File: config.mk
export PLATFORM = sky130hd
export DESIGN_NAME = dvs_event_queue
export DESIGN_NICKNAME = d
export VERILOG_FILES = /design/src/rtl/dvs_ravens_pkg.sv /design/src/rtl/dvs_event_queue_rr_arbiter.sv /design/src/rtl/dvs_event_queue.sv
export SDC_FILE = /design/constraint.sdc
export NUM_CORES = 1
export LEC_CHECK = 0
export ABC_AREA = 1
export BUFFER_PORTS_ARGS = -buffer_cell sky130_fd_sc_hd__buf_2
export CAP_MARGIN = 20
export CORE_MARGIN = 10
export CORE_UTILIZATION = 30
export CTS_BUF_LIST = sky130_fd_sc_hd__clkbuf_16
export DETAILED_ROUTE_END_ITERATION = 16
export PLACE_DENSITY = 0.53
export SYNTH_ARGS = -nofsm -noshare
export SYNTH_HDL_FRONTEND = slang
export SYNTH_SLANG_ARGS = --single-unit
File: constraint.sdc
create_clock -name clk -period 2.91 [get_ports clk]
set_clock_uncertainty 0.2 [all_clocks]
set_input_delay 0.291 -clock clk [delete_from_list [all_inputs] [get_ports clk]]
set_output_delay 0.291 -clock clk [all_outputs]
set_load 0.01 [all_outputs]
File: src/rtl/dvs_ravens_pkg.sv
// +--------------------------------------------------------------------+
// | dvs_ravens_pkg: shared event width, queue depth and arbiter states  |
// | Rev 1.0                                                             |
// +--------------------------------------------------------------------+
`default_nettype none

package dvs_ravens_pkg;

  localparam int EVENT_BITS        = 16;
  localparam int EVENT_QUEUE_DEPTH = 16;

  typedef enum logic [1:0] {
    ARB_IDLE    = 2'd0,
    ARB_GRANT   = 2'd1,
    ARB_RD_WAIT = 2'd2,
    ARB_HOLD    = 2'd3
  } arb_state_e;

endpackage

`default_nettype wire

File: src/rtl/dvs_event_queue_rr_arbiter.sv
// +--------------------------------------------------------------------+
// | dvs_event_queue_rr_arbiter: round-robin one-hot reader select       |
// | Rev 1.0                                                             |
// +--------------------------------------------------------------------+
`default_nettype none

module dvs_event_queue_rr_arbiter #(
  parameter int NUM_READERS = 1
) (
  input  logic                   clk,
  input  logic                   rst_n,
  input  logic [NUM_READERS-1:0] req_i,
  input  logic                   en_i,
  output logic [NUM_READERS-1:0] gnt_o
);

  localparam int IDXW = (NUM_READERS > 1) ? $clog2(NUM_READERS) : 1;

  logic [IDXW-1:0] ptr_q, ptr_d;
  logic [IDXW-1:0] sel;
  logic            any;
  int              best_d;

  // Pick the requester closest (in rotation order) to the priority pointer.
  always_comb begin
    sel    = '0;
    any    = 1'b0;
    best_d = NUM_READERS;
    gnt_o  = '0;
    for (int j = 0; j < NUM_READERS; j++) begin
      if (req_i[j] && (((j + NUM_READERS - int'(ptr_q)) % NUM_READERS) < best_d)) begin
        best_d = (j + NUM_READERS - int'(ptr_q)) % NUM_READERS;
        sel    = IDXW'(j);
        any    = 1'b1;
      end
    end
    for (int j = 0; j < NUM_READERS; j++) begin
      gnt_o[j] = any && (int'(sel) == j);
    end
  end

  always_comb begin
    ptr_d = ptr_q;
    if (en_i && any) begin
      ptr_d = (sel == IDXW'(NUM_READERS - 1)) ? '0 : sel + 1'b1;
    end
  end

  always_ff @(posedge clk or negedge rst_n) begin
    if (!rst_n) begin
      ptr_q <= '0;
    end else begin
      ptr_q <= ptr_d;
    end
  end

endmodule

`default_nettype wire

File: src/rtl/dvs_event_queue.sv
// +--------------------------------------------------------------------+
// | dvs_event_queue: DVS event FIFO serving readers over the FIFO bus   |
// | Rev 1.0                                                             |
// +--------------------------------------------------------------------+
`default_nettype none

module dvs_event_queue
  import dvs_ravens_pkg::*;
#(
  parameter int DEPTH        = EVENT_QUEUE_DEPTH,
  parameter int NUM_READERS  = 1,
  parameter int OVF_CNT_BITS = 16
) (
  input  logic                       clk,
  input  logic                       rst_n,
  input  logic                       wr_en_i,
  input  logic [EVENT_BITS-1:0]      wr_event_i,
  output logic                       full_o,
  output logic                       empty_o,
  output logic [$clog2(DEPTH):0]     count_o,
  output logic [OVF_CNT_BITS-1:0]    overflow_cnt_o,
  input  logic [NUM_READERS-1:0]     fifo_req_i,
  output logic [NUM_READERS-1:0]     fifo_grant_o,
  input  logic [NUM_READERS-1:0]     fifo_rd_en_i,
  output logic [EVENT_BITS-1:0]      fifo_event_o
);

  localparam int AW = $clog2(DEPTH);
  localparam int CW = AW + 1;

  logic [EVENT_BITS-1:0]   mem_q [DEPTH];
  logic [AW-1:0]           wptr_q, rptr_q;
  logic [CW-1:0]           count_q, count_d;
  logic [OVF_CNT_BITS-1:0] ovf_q;
  logic [EVENT_BITS-1:0]   event_q;
  logic [NUM_READERS-1:0]  gnt_q, gnt_d, arb_gnt;
  arb_state_e              state_q, state_d;

  logic full, empty, push, pop, arb_req;

  assign full  = (count_q == CW'(DEPTH));
  assign empty = (count_q == '0);
  // Full is judged before any same-cycle pop, so a write at full is always dropped.
  assign push    = wr_en_i && !full;
  assign pop     = (state_q == ARB_RD_WAIT) && |(fifo_rd_en_i & gnt_q);
  assign arb_req = (state_q == ARB_IDLE) && !empty && |fifo_req_i;

  dvs_event_queue_rr_arbiter #(
    .NUM_READERS(NUM_READERS)
  ) u_arb (
    .clk   (clk),
    .rst_n (rst_n),
    .req_i (fifo_req_i),
    .en_i  (arb_req),
    .gnt_o (arb_gnt)
  );

  always_comb begin
    state_d = state_q;
    gnt_d   = gnt_q;
    case (state_q)
      ARB_IDLE: begin
        if (arb_req) begin
          gnt_d   = arb_gnt;
          state_d = ARB_GRANT;
        end
      end
      ARB_GRANT:   state_d = ARB_RD_WAIT;
      ARB_RD_WAIT: state_d = ARB_HOLD;
      ARB_HOLD:    state_d = ARB_IDLE;
      default:     state_d = ARB_IDLE;
    endcase
  end

  always_comb begin
    count_d = count_q;
    case ({push, pop})
      2'b10:   count_d = count_q + 1'b1;
      2'b01:   count_d = count_q - 1'b1;
      default: count_d = count_q;
    endcase
  end

  always_ff @(posedge clk) begin
    if (push) begin
      mem_q[wptr_q] <= wr_event_i;
    end
  end

  always_ff @(posedge clk or negedge rst_n) begin
    if (!rst_n) begin
      state_q <= ARB_IDLE;
      gnt_q   <= '0;
      wptr_q  <= '0;
      rptr_q  <= '0;
      count_q <= '0;
      ovf_q   <= '0;
      event_q <= '0;
    end else begin
      state_q <= state_d;
      gnt_q   <= gnt_d;
      count_q <= count_d;
      if (push) begin
        wptr_q <= wptr_q + 1'b1;
      end
      if (pop) begin
        rptr_q  <= rptr_q + 1'b1;
        event_q <= mem_q[rptr_q];
      end
      if (wr_en_i && full && (ovf_q != '1)) begin
        ovf_q <= ovf_q + 1'b1;
      end
    end
  end

  assign full_o         = full;
  assign empty_o        = empty;
  assign count_o        = count_q;
  assign overflow_cnt_o = ovf_q;
  assign fifo_grant_o   = (state_q == ARB_GRANT) ? gnt_q : '0;
  assign fifo_event_o   = event_q;

endmodule

`default_nettype wire
# After elaboration in Yosys (flattened, before gate mapping)
# Memory sizes are Yosys's and may differ from the RTL's. A register that Yosys moved wholly into a read port is not among the register bits.
# Index checks and enable logic that the tools add are counted.
# classes
n_mux,7
n_reduce_logical,13
n_eq_ne,8
bitwise,1
addsub,5
# op_table
operator,n
"adder 16 x 1 -> 16 bit, second input constant",1
"!= test 16 bit, second input constant",1
case mux 5 bit (2 select lines),1
"adder 4 x 1 -> 4 bit, second input constant",2
case mux 2 bit (4 select lines),1
"== test 2 bit, second input constant",3
logical AND 1 bit,6
"adder 5 x 1 -> 5 bit, second input constant",1
"== test 5 bit, second input constant",1
logical NOT 5 bit,1
"subtractor 5 x 1 -> 5 bit, second input constant",1
"== test 2 x 1 -> 1 bit, second input constant",2
2-to-1 mux 1 bit,4
logical NOT 1 bit,3
logical NOT 2 bit,1
2-to-1 mux 2 bit,1
"!= test 2 bit, second input constant",1
AND reduction 2 bit,1
nonzero test 2 bit,1
AND 1 bit,1
# totals
reg_bits,32
out_inout_bits,40
word_cells,41
mem_bits_rw,256
n_memories,1
input_bits,21
# memory_table
name,words,word_bits,read_ports,rd_clocked_by_memory_dff,write_ports,line_no,text
mem_q,16,16,1,1,1,dvs_event_queue.sv:31,logic [EVENT_BITS-1:0] mem_q [DEPTH];

# Depth between registers and ports, before layout
# Gate-level depths: netlist of run 1.
# depth
ltp_word,6
depth_mapped,15
ltp_nobuf,14

# Hierarchy
# A second synthesis of run 1 with hierarchy kept.
# unflattened
cells_unflattened,1175
area_unflattened_um2,12781.0
# by_module_without_submodules
mod,cells_each,instances,seq_area_each_um2,area_per_inst_um2
dvs_event_queue,1174,1,8888.5,12773.5
dvs_event_queue_rr_arbiter,1,1,0.0,7.5

# Worst setup path after synthesis of run 1
# No wires, ideal clock.
# synth_timing
path_type,reg-to-reg
from,register state_q[0]
to,"register count_q[4], in the netlist count_o[4]"
required_time_ns,2.645
path_slack_ns,0.261
synth_period_minus_slack_ns,2.649
stages_incl_launch_ff,16
n_path_buf,1
arrival_time_ns,2.384
path_cell_list,dfrtp_1 -> inv_1 -> ha_1 -> nand3_1 -> inv_1 -> clkbuf_1 -> ha_1 -> xor2_1 -> ha_1 -> inv_1 -> nand2_1 -> nand3_1 -> nand2_1 -> xor2_1 -> nand2_1 -> nand2_1
# synth_via
elab_chain_len,4
elab_cells_between_ends,6
classes_between,3 x eq/ne; 1 x mux; 2 x reduce/logical
# synth_lines
item,line_no,text
from (decl),dvs_event_queue.sv:37,"arb_state_e state_q, state_d;"
from (signal assigned),dvs_event_queue.sv:100,state_q <= state_d;
== test 2 bit *,dvs_event_queue.sv:45,assign pop = (state_q == ARB_RD_WAIT) && |(fifo_rd_en_i & gnt_q);
logical AND 1 bit *,dvs_event_queue.sv:45,
named net pop,dvs_event_queue.sv:39,"logic full, empty, push, pop, arb_req;"
== test 2 x 1 -> 1 bit / == test 2 bit (equally long branches),dvs_event_queue.sv:77,"case ({push, pop})"
case mux 5 bit (2 select lines) / nonzero test 2 bit (equally long branches),-,
to (signal assigned),dvs_event_queue.sv:102,count_q <= count_d;
to (decl),dvs_event_queue.sv:33,"logic [CW-1:0] count_q, count_d;"
# Mark *: on every way through the listed nets, which the timed path passes. The rest lies on a longest branch.
# A chain may end at the register's enable or synchronous reset.

# Final worst setup path of run 1
# layout_timing
from,"register count_q[1], in the netlist count_o[1]"
to,"register count_q[4], in the netlist count_o[4]"
# layout_via
elab_chain_len,5
elab_cells_between_ends,9
classes_between,2 x add/sub; 3 x eq/ne; 1 x mux; 3 x reduce/logical
# layout_lines
item,line_no,text
== test 5 bit,dvs_event_queue.sv:41,assign full = (count_q == CW'(DEPTH));
logical NOT 1 bit,dvs_event_queue.sv:44,assign push = wr_en_i && !full;
logical AND 1 bit,dvs_event_queue.sv:44,
== test 2 x 1 -> 1 bit / == test 2 bit (equally long branches),dvs_event_queue.sv:77,
case mux 5 bit (2 select lines) / nonzero test 2 bit (equally long branches),-,
# Several ways; a longest one is shown, not always the timed one.

==> results_dict.tcl, run 1 <==
set metrics [dict create \
    hold_depth 1 \
    cts_tree "done" \
    synth_area_sq_um 12800 \
    synth_top_area_frac 0.602 \
    outcome "finished clean" \
    wl_met2_mm 15.1 \
    fill_cells 4164 \
    postRouteAntennaNets 0 \
    final_cell_mix "nand2_1 (475), edfxtp_1 (256), nand3_1 (205)" \
    fmax_ghz 0.407 \
    setup_viol_count_final 0 \
    wl_met1_mm 15.8 \
    drt-pass1-iter-count 5 \
    num_vias 8540 \
    crit_chain "nor2_1, nand4_1, nand2_1, ha_1, xor2_1, ha_1, inv_1, nand2_1, nand3_1, nand2_1, xor2_1, nand2_1, nand2_1" \
    powerDensity_nw_per_um2 973 \
    grt_usage 0.129 \
    die_w_um 226 \
    cts_sinks 304 \
    drv_cap 0 \
    ios 61 \
    slew_violations 0 \
    path_clk_slew_ns 0.06 \
    hp-class "in -> reg" \
    fin_cells 1831 \
    worstSetupStartpointType "register" \
    synth_largest_area_cell "edfxtp_1" \
    cp_num_cells 13 \
    route.detailed.drc 0 \
    start_util 0.304 \
    crit_path_end_kind "register" \
    crit_type "reg -> reg" \
    worst_r2r_endpoint "count_o[4]$_DFFE_PN0P_" \
    rsz0062_at_grt "false" \
    placed_cells 1750 \
    cp.arrival_ns 2.72 \
    synth_area_leaders "edfxtp_1 (60%), nand2_1 (14%), dfrtp_1 (9.4%), nand3_1 (8.0%), ha_1 (1.4%)" \
    path_max_fanout 5 \
    grt_start_max_net_pins 131 \
    drtIter0Drc 804 \
    crit_top_cell "nand2_1" \
    met3WireLength_mm 1.62 \
    syn_area_per_cell_sq_um 10.9 \
    cp.required_ns 3.17 \
    grt_first_pass_wirelength_mm 50.8 \
    clk_root_buffer_cell "clkbuf_16" \
    gp_congestion 0.812 \
    routed_via_density 4.66 \
    worst_slew_pin_slew_ns 0.789 \
    synthCells 1172 \
    numPortBuffers 60 \
    syn_nets 1207 \
    cpPeakStageDelay_ns 0.43 \
    wl_mm 33.1 \
    setup_tns_ns 0 \
    min_to "mem_q[4][4]$_DFFE_PP_" \
    power.leakage_uw 0.00608 \
    seq_area_frac_synth 0.696 \
    wl_per_cell_um 18.1 \
    crit_family "simple AND/OR/NAND/NOR gates" \
    grt-ovfl-total 0 \
    first_global_vias 8290 \
    ir_drop_v 0.000686 \
    mostFrequentLayoutCell "nand2_1" \
    highest_layer "met5" \
    period_share 0.844 \
    syn2layout_area_growth_pct 19.2 \
    ctsResizeCount 0 \
    drive_gt1_frac 0.132 \
    dieHeight_um 226 \
    slew_headroom 0.474 \
    dieArea_sq_um 51200 \
    ctsLongestPathBuffers 3 \
    synth_warnings 0 \
    worstRegToRegCells 13 \
    period_needed_ns 2.46 \
    clock_latency_ns 0.52 \
    hold_viol 0 \
    worst_path_max_delay_cell "dfrtp_1" \
    reg2reg_slack_ns 0.45 \
    ys_seq_elements 304 \
    hpwl_mm 19.8 \
    hold_start "wr_event_i[4]" \
    cts-buffers-inserted 34 \
    critPathBufInv 1 \
    antenna_found_initial 4 \
    nNetsFinal 1300 \
    cts_max_level 2 \
    rr_startpoint "count_o[1]$_DFFE_PN0P_" \
    synth_cell_types 25 \
    core_sq_um 42000 \
    num_rows 75 \
]
==> layout make-up <==
class | count | area, sq um | share of cell area
antenna | 1 | 2.50 | 0.000164
clock inverter | 25 | 250 | 0.0164
inverter | 39 | 148 | 0.00970
sequential | 304 | 8890 | 0.584
timing repair buffer | 115 | 833 | 0.0548
tap | 539 | 674 | 0.0443
clock buffer | 37 | 926 | 0.0608
multi-input combinational | 771 | 3490 | 0.229
==> cells in the mapped netlist <==
library cell,number
nand3_1,205
buf_6,1
nand3_2,1
nand2_1,475
nand4_1,5
a21boi_0,1
buf_1,15
o21ai_0,12
o21bai_1,1
buf_2,31
nand2_4,1
clkinv_1,1
xnor2_1,10
xor2_1,12
inv_1,38
a21oi_1,1
clkbuf_1,10
nor2_4,1
ha_1,14
nor2_1,27
nor3_1,4
edfxtp_1,256
buf_12,1
o21ai_2,1
dfrtp_1,48
==> what timing repair did <==
item	4_1_cts	5_1_grt
hold buffers	18	0
hold endpoints to repair	246	0
buffers inserted	0	0
==> worst max path at each step <==
stage                                 startpoint                endpoint  slack [ns]
final                     count_o[1]$_DFFE_PN0P_  count_o[4]$_DFFE_PN0P_        0.45
after global routing      count_o[1]$_DFFE_PN0P_  count_o[4]$_DFFE_PN0P_        0.26
after CTS                 count_o[1]$_DFFE_PN0P_  count_o[4]$_DFFE_PN0P_        0.46
after detailed placement  count_o[1]$_DFFE_PN0P_  count_o[4]$_DFFE_PN0P_        0.48
after global placement    count_o[1]$_DFFE_PN0P_  count_o[4]$_DFFE_PN0P_        0.48
after floorplan           state_q[0]$_DFFE_PN0P_  count_o[4]$_DFFE_PN0P_        0.26
==> through the flow <==
stage                     hold WS (ns)   util  worst slack (ns)  power [uW]  cell area (sq um)
after floorplan                 -0.205      -             0.261        8650              12800
after global placement           0.216  0.330             0.483       10400              13900
after detailed placement         0.221  0.330             0.485       10500              13900
after CTS                      0.00503  0.362             0.459       15000              15200
after global routing            0.0158  0.362             0.258       15700              15200
final                           0.0220  0.362             0.453       14800              15200
==> worst register-to-register path: stages (launching register included) <==
cell and delay [ns]:
dfrtp_1 0.43, nor2_1 0.16, nand4_1 0.14, nand2_1 0.19, ha_1 0.31, xor2_1 0.24, ha_1 0.18, inv_1 0.04
nand2_1 0.09, nand3_1 0.08, nand2_1 0.08, xor2_1 0.14, nand2_1 0.06, nand2_1 0.05
==> state kept, by name (all words and copies together) (netlist names) <==
register and cells:
mem_q 256, fifo_event_o 16, overflow_cnt_o 16, count_o 5, rptr_q 4, wptr_q 4, state_q 2, gnt_q 1
==> kinds of logic after synthesis <==
logic type,after synthesis,synth area share
compound gates,16,0.00696
simple gates,719,0.235
flops,304,0.696
xor+xnor,22,0.0151
buf+inv,97,0.0334
fa+ha+maj,14,0.0137
==> where the power goes <==
group / leakage, uW / total, uW / internal [uW] / switching [uW]
registers: 0.00292 / 5540 / 5290 / 243
logic: 0.00259 / 4790 / 1430 / 3360
clock network: 0.000570 / 4480 / 2740 / 1740
total: 0.00608 / 14800 / 9470 / 5340
==> routing by layer <==
layer | global-route usage | vias up
met3 | 0.0222 | 46
met1 | 0.182 | 4181
met2 | 0.200 | 150
met5 | 0 | -
li1 | - | 4157
met4 | 0.0370 | 6
No activity file was read; power rests on OpenSTA's default activity.
==> inputs of run 2 (changes only) <==
- ABC_AREA: 1 -> 0
- clock period: 2.91 -> 2.45 ns (I/O delays scaled with it)
==> run 2 against run 1 <==
Setup slack got worse by 0.37 ns. Sequential share of layout area up 1.8 points. Largest cell class unchanged. Global-route usage is 0.90 points lower. Hold slack better by 0.046 ns. Count of clock-buffer cells in the layout stayed put.
==> results_dict.tcl, run 2 <==
set metrics [dict create \
    period_share 0.966 \
    pwr-share-clk 0.299 \
    drive_gt1_frac 0.292 \
    slew_headroom 0.468 \
    dieHeight_um 221 \
    grt_first_pass_wirelength_mm 43.6 \
    multi_input_area_sq_um 3100 \
    worstRegToRegCells 10 \
    first_global_vias 6875 \
    crit_type "reg -> out" \
    hold_viol 0 \
    ff_latch_area_sq_um 8890 \
    drt-pass1-iter-count 4 \
    final_area_sq_um 14800 \
    synth-compound-area-share 0.0420 \
    cts-buffers-inserted 35 \
    p_switching_uw 4700 \
    final_cell_mix "edfxtp_1 (256), buf_2 (60), mux4_2 (49)" \
    ios 61 \
    synthArstFlopShare 0.158 \
    antenna_found_initial 0 \
    die_w_um 221 \
    crit_family "simple AND/OR/NAND/NOR gates" \
    powerDensity_nw_per_um2 1060 \
    syn_area_per_cell_sq_um 18.5 \
    crit_path_end_kind "primary output" \
    diodes 0 \
    synth_top_family_by_area "multiplexers" \
    synth_edf_count 256 \
    grt_start_max_net_pins 40 \
    worst_r2r_endpoint "count_o[4]$_DFFE_PN0P_" \
    ir_drop_v 0.000654 \
    largest_reg_flops 256 \
    seq_area_frac_synth 0.736 \
    path_clk_slew_ns 0.06 \
    power.internal_uw 11000 \
    syn2layout_area_growth_pct 22.4 \
    synth_top_area_frac 0.637 \
    fill_cells 3687 \
    hp-class "in -> async" \
    cp.arrival_ns 1.92 \
    synth_cell_types 44 \
    path_max_fanout 8 \
    cp_num_cells 4 \
    core_sq_um 39700 \
    slew_violations 0 \
    clock_latency_ns 0.51 \
    top_register "mem_q" \
    cts_max_level 2 \
    synthXorXnorAreaFrac 0.0174 \
    ys_seq_elements 304 \
    period_needed_ns 2.37 \
    cp.required_ns 2.01 \
    yosys.area_share.simple 0.0399 \
    placed_area_sq_um 13500 \
    power_frac_comb 0.274 \
    fmax_ghz 0.423 \
    outcome "finished clean" \
    swShare 0.299 \
    synth_area_sq_um 12100 \
    nNetsFinal 827 \
    route.detailed.drc 0 \
    cpPeakStageDelay_ns 0.59 \
    cts_tree "done" \
    numPortBuffers 60 \
    gp_congestion 0.765 \
    ys_dominant_reg_cell "edfxtp_1" \
    synth_largest_area_cell "edfxtp_1" \
    grt-ovfl-total 0 \
    postRouteAntennaNets 0 \
    holdWs_ns 0.0679 \
    synthTopCellsByCount "edfxtp_1 (256), mux4_2 (49), dfrtp_1 (48), mux2i_1 (48), nand2_1 (30)" \
    rsz0062_at_grt "true" \
    synthAdderAreaFrac 0.0145 \
    placed_cells 1259 \
    worstSetupStartpointType "register" \
    ctsLongestPathBuffers 3 \
    clk_root_buffer_cell "clkbuf_16" \
    p_seq_frac 0.427 \
    start_util 0.304 \
    wl_per_cell_um 21.3 \
    synthCells 652 \
    drv_cap 0 \
    hpwl_mm 17.9 \
    setup_viol_count_final 0 \
    cts_sinks 304 \
    num_rows 73 \
    fin_cells 1343 \
    synth_area_leaders "edfxtp_1 (64%), dfrtp_1 (10%), mux4_2 (9.1%), mux2i_1 (4.0%), ha_1 (1.5%)" \
    worst_path_max_delay_cell "or4_4" \
    dieArea_sq_um 48700 \
    num_vias 6410 \
    drtIter0Drc 353 \
    wl_mm 28.6 \
    critPathBufInv 2 \
    reg2reg_slack_ns 0.09 \
    crit_chain "buf_4, or4_4, nor2_1, buf_2" \
    synthMuxAreaShare 0.135 \
    mostFrequentLayoutCell "edfxtp_1" \
    grt_usage 0.120 \
    power.leakage_uw 0.00525 \
    routed_via_density 4.77 \
    worst_slew_pin_slew_ns 0.793 \
    yosysMostFrequentCell "edfxtp_1" \
    syn_nets 687 \
    rr_startpoint "count_o[2]$_DFFE_PN0P_" \
    synth_warnings 0 \
]
## run 2: kinds of logic after synthesis
family,Yosys count
flops,304
mux,101
simple gates,95
compound gates,72
buf+inv,42
xor+xnor,24
fa+ha+maj,14
## run 2: layout make-up
class	count	area share
clock inverter	26	0.00771
multi-input combinational	306	0.210
timing repair buffer	137	0.0711
inverter	8	0.00203
clock buffer	37	0.0627
sequential	304	0.602
tap	525	0.0445
## run 2: power by group through the flow
stage	clock network (uW)	logic, uW	registers (uW)
floorplan	0	2760	6730
global placement	0	4360	6810
detailed placement	0	4380	6820
CTS	4820	4420	6720
global route	5060	4740	6790
finish	4690	4310	6710
## run 2: metal layers
metal | vias up | GRT usage | share of wire | wire (um)
met3 | 41 | 0.0223 | 0.052 | 1490
met5 | - | 0 | 0 | 0
met1 | 3346 | 0.156 | 0.44 | 12500
met4 | 0 | 0.0342 | 0.018 | 519
met2 | 130 | 0.201 | 0.49 | 14100
li1 | 2893 | - | - | -
## run 2: through the flow
stage | power [uW] | setup WS (ns) | utilization | TNS [ns]
6_report | 15700 | 0.0832 | 0.372 | 0
4_1_cts | 16000 | 0.00211 | 0.371 | 0
3_3_place_gp | 11200 | -0.0415 | 0.340 | -0.0415
5_1_grt | 16600 | -0.0572 | 0.372 | -0.158
3_5_place_dp | 11200 | -0.0663 | 0.340 | -0.0663
2_1_floorplan | 9490 | -0.145 | - | -0.186
## run 2: worst max-delay path by stage
stage,start,endpoint
CTS,count_o[1]$_DFFE_PN0P_,count_o[4]$_DFFE_PN0P_
global placement,count_o[2]$_DFFE_PN0P_,count_o[4]$_DFFE_PN0P_
finish,count_o[1]$_DFFE_PN0P_,empty_o
floorplan,count_o[2]$_DFFE_PN0P_,count_o[4]$_DFFE_PN0P_
global route,count_o[2]$_DFFE_PN0P_,count_o[4]$_DFFE_PN0P_
detailed placement,count_o[2]$_DFFE_PN0P_,count_o[4]$_DFFE_PN0P_
## run 2: what timing repair did
item | 4_1_cts | 5_1_grt
setup endpoints to repair | 2 | 7
hold endpoints to repair | 306 | 0
gates resized for setup | 2 | 3
cloned | 0 | 0
hold buffers | 19 | 0
pin swaps | 1 | 6
buffers inserted | 0 | 3
## run 2: worst register-to-register path: cells and delay by family, from the launching register on
family          cells  cell delay, ns
xor+xnor            2            0.23
simple gates        1            0.37
compound gates      4            0.62
fa+ha+maj           2            0.33
flops               1            0.40
buf+inv             1            0.10
==> inputs of run 3 (changes only) <==
- CORE_UTILIZATION: 30 -> 50
- PLACE_DENSITY: 0.53 -> 0.75
==> run 3 against run 2 <==
Sequential power is 2% higher. Register-to-register slack worse by 0.06 ns. Maximum frequency decreased by 2.3%. Clock power about the same. Non-clock buffer count grew 1. Flip-flop and latch count stayed put. Global-route usage up 5.5 points. Final cell count decreased by 16%. First-iteration DRC count is 90% higher.
==> results_dict.tcl, run 3 (same netlist as run 2, synthesis figures left out) <==
set metrics [dict create \
    outcome "finished clean" \
    largest_reg_flops 256 \
    mostFrequentLayoutCell "edfxtp_1" \
    num_vias 6643 \
    powerDensity_nw_per_um2 1090 \
    cts_tree "done" \
    cts-buffers-inserted 29 \
    drtIter0Drc 672 \
    period_share 0.989 \
    fill_cells 1660 \
    hold_viol 0 \
    clock_latency_ns 0.56 \
    cts_max_level 1 \
    hp-class "in -> reg" \
    top_register "mem_q" \
    die_w_um 175 \
    cpPeakStageDelay_ns 0.43 \
    drv_cap 0 \
    cts_sinks 304 \
    multi_input_area_sq_um 3110 \
    hpwl_mm 17.1 \
    worst_path_max_delay_cell "dfrtp_1" \
    grt-ovfl-total 0 \
    post-route-util 0.613 \
    routed_via_density 5.88 \
    crit_path_end_kind "register" \
    ir_drop_v 0.000823 \
    ctsLongestPathBuffers 3 \
    period_needed_ns 2.42 \
    crit_family "buffers and inverters" \
    grt_start_max_net_pins 39 \
    holdWs_ns 0.0843 \
    drt-pass1-iter-count 5 \
    crit_type "reg -> reg" \
    worst_slew_pin_slew_ns 0.868 \
    wl_mm 27.3 \
    ff_latch_area_sq_um 8890 \
    first_global_vias 6946 \
    path_clk_slew_ns 0.06 \
    antenna_found_initial 0 \
    cp.arrival_ns 2.46 \
    final_cell_mix "edfxtp_1 (256), buf_2 (60), mux4_2 (49)" \
    route.detailed.drc 0 \
    gp_congestion 0.829 \
    grt_usage 0.175 \
    num_rows 56 \
    diodes 0 \
    cp.required_ns 2.49 \
    worstSetupStartpointType "register" \
    start_util 0.511 \
    dieArea_sq_um 30800 \
    dieHeight_um 175 \
    setup_viol_count_final 0 \
    power.leakage_uw 0.00521 \
    grt_first_pass_wirelength_mm 41.8 \
    ios 61 \
    slew_headroom 0.421 \
    syn2layout_area_growth_pct 20.0 \
    numPortBuffers 60 \
    path_max_fanout 13 \
    rsz0062_at_grt "true" \
    core_sq_um 23600 \
    crit_chain "nor4_4, a21boi_4, buf_4, nand2_1, buf_4, nor2_1, buf_4" \
    crit_top_cell "buf_4" \
    setup_tns_ns 0 \
    wl_per_cell_um 24.2 \
    postRouteAntennaNets 0 \
    nNetsFinal 822 \
    clk_root_buffer_cell "clkbuf_16" \
    fmax_ghz 0.413 \
    critPathBufInv 3 \
    drive_gt1_frac 0.291 \
    slew_violations 0 \
]
## run 3: changes by cell type in the layout (fill, tap and decap cells not counted), sizes merged
cell | before | now
buf | 118 | 119
bufinv | 0 | 6
clkbuf | 37 | 29
inv | 23 | 16
## run 3: routing by layer
layer,global-route usage,vias to the layer above,wire [um]
li1,-,2886,-
met3,0.0302,60,2240
met2,0.302,268,13900
met5,0,-,0
met1,0.221,3429,10400
met4,0.0509,0,817
## run 3: layout make-up
| cell class | instances | share of cell area |
|---|---|---|
| clock inverter | 25 | 0.0194 |
| sequential | 304 | 0.614 |
| tap | 319 | 0.0276 |
| timing repair buffer | 138 | 0.0716 |
| inverter | 8 | 0.00207 |
| multi-input combinational | 306 | 0.215 |
| clock buffer | 29 | 0.0501 |
## run 3: through the flow
stage | setup WS [ns] | instance area (sq um) | cells | total power, uW
global placement | -0.0593 | 13200 | 1052 | 10900
floorplan | -0.145 | 12100 | 652 | 9490
global route | -0.0631 | 14500 | 1129 | 16400
CTS | 0.00732 | 14400 | 1126 | 15800
detailed placement | -0.0850 | 13200 | 1052 | 11100
finish | 0.0278 | 14500 | 1129 | 15800
## run 3: tightest hold or removal path, delay by kind of cell
kind                   cells  cell delay, ns
buffers and inverters      3            0.35
and+or+nand+nor            3            0.21
## run 3: timing repair
action | 4_1_cts | 5_1_grt
setup buffers | 1 | 4
gates resized for setup | 7 | 13
endpoints found under the setup margin | 12 | 37
hold buffers | 19 | 0
hold endpoints to repair | 294 | 0
pin swaps | 5 | 9
## run 3: power by group
group / internal (uW) / leakage [uW] / total, uW / switching [uW]
Sequential: 6330 / 0.00292 / 6820 / 491
Clock: 2790 / 0.000513 / 4670 / 1880
Combinational: 1980 / 0.00178 / 4260 / 2280
## run 3: final timing paths
check,to,start,depth (start not counted),slack [ns]
worst max-delay path,mem_q[6][15]$_DFFE_PP_,count_o[0]$_DFFE_PN0P_,7,0.03
worst min-delay path,rptr_q[1]$_DFFE_PN0P_,fifo_rd_en_i,6,0.08
worst max register to register,mem_q[6][15]$_DFFE_PP_,count_o[0]$_DFFE_PN0P_,7,0.03
worst min register to register,rptr_q[3]$_DFFE_PN0P_,rptr_q[3]$_DFFE_PN0P_,1,0.30
max in group asynchronous,fifo_event_o[5]$_DFFE_PN0P_,rst_n,3,1.19
min in group asynchronous,overflow_cnt_o[11]$_DFFE_PN0P_,rst_n,2,0.14
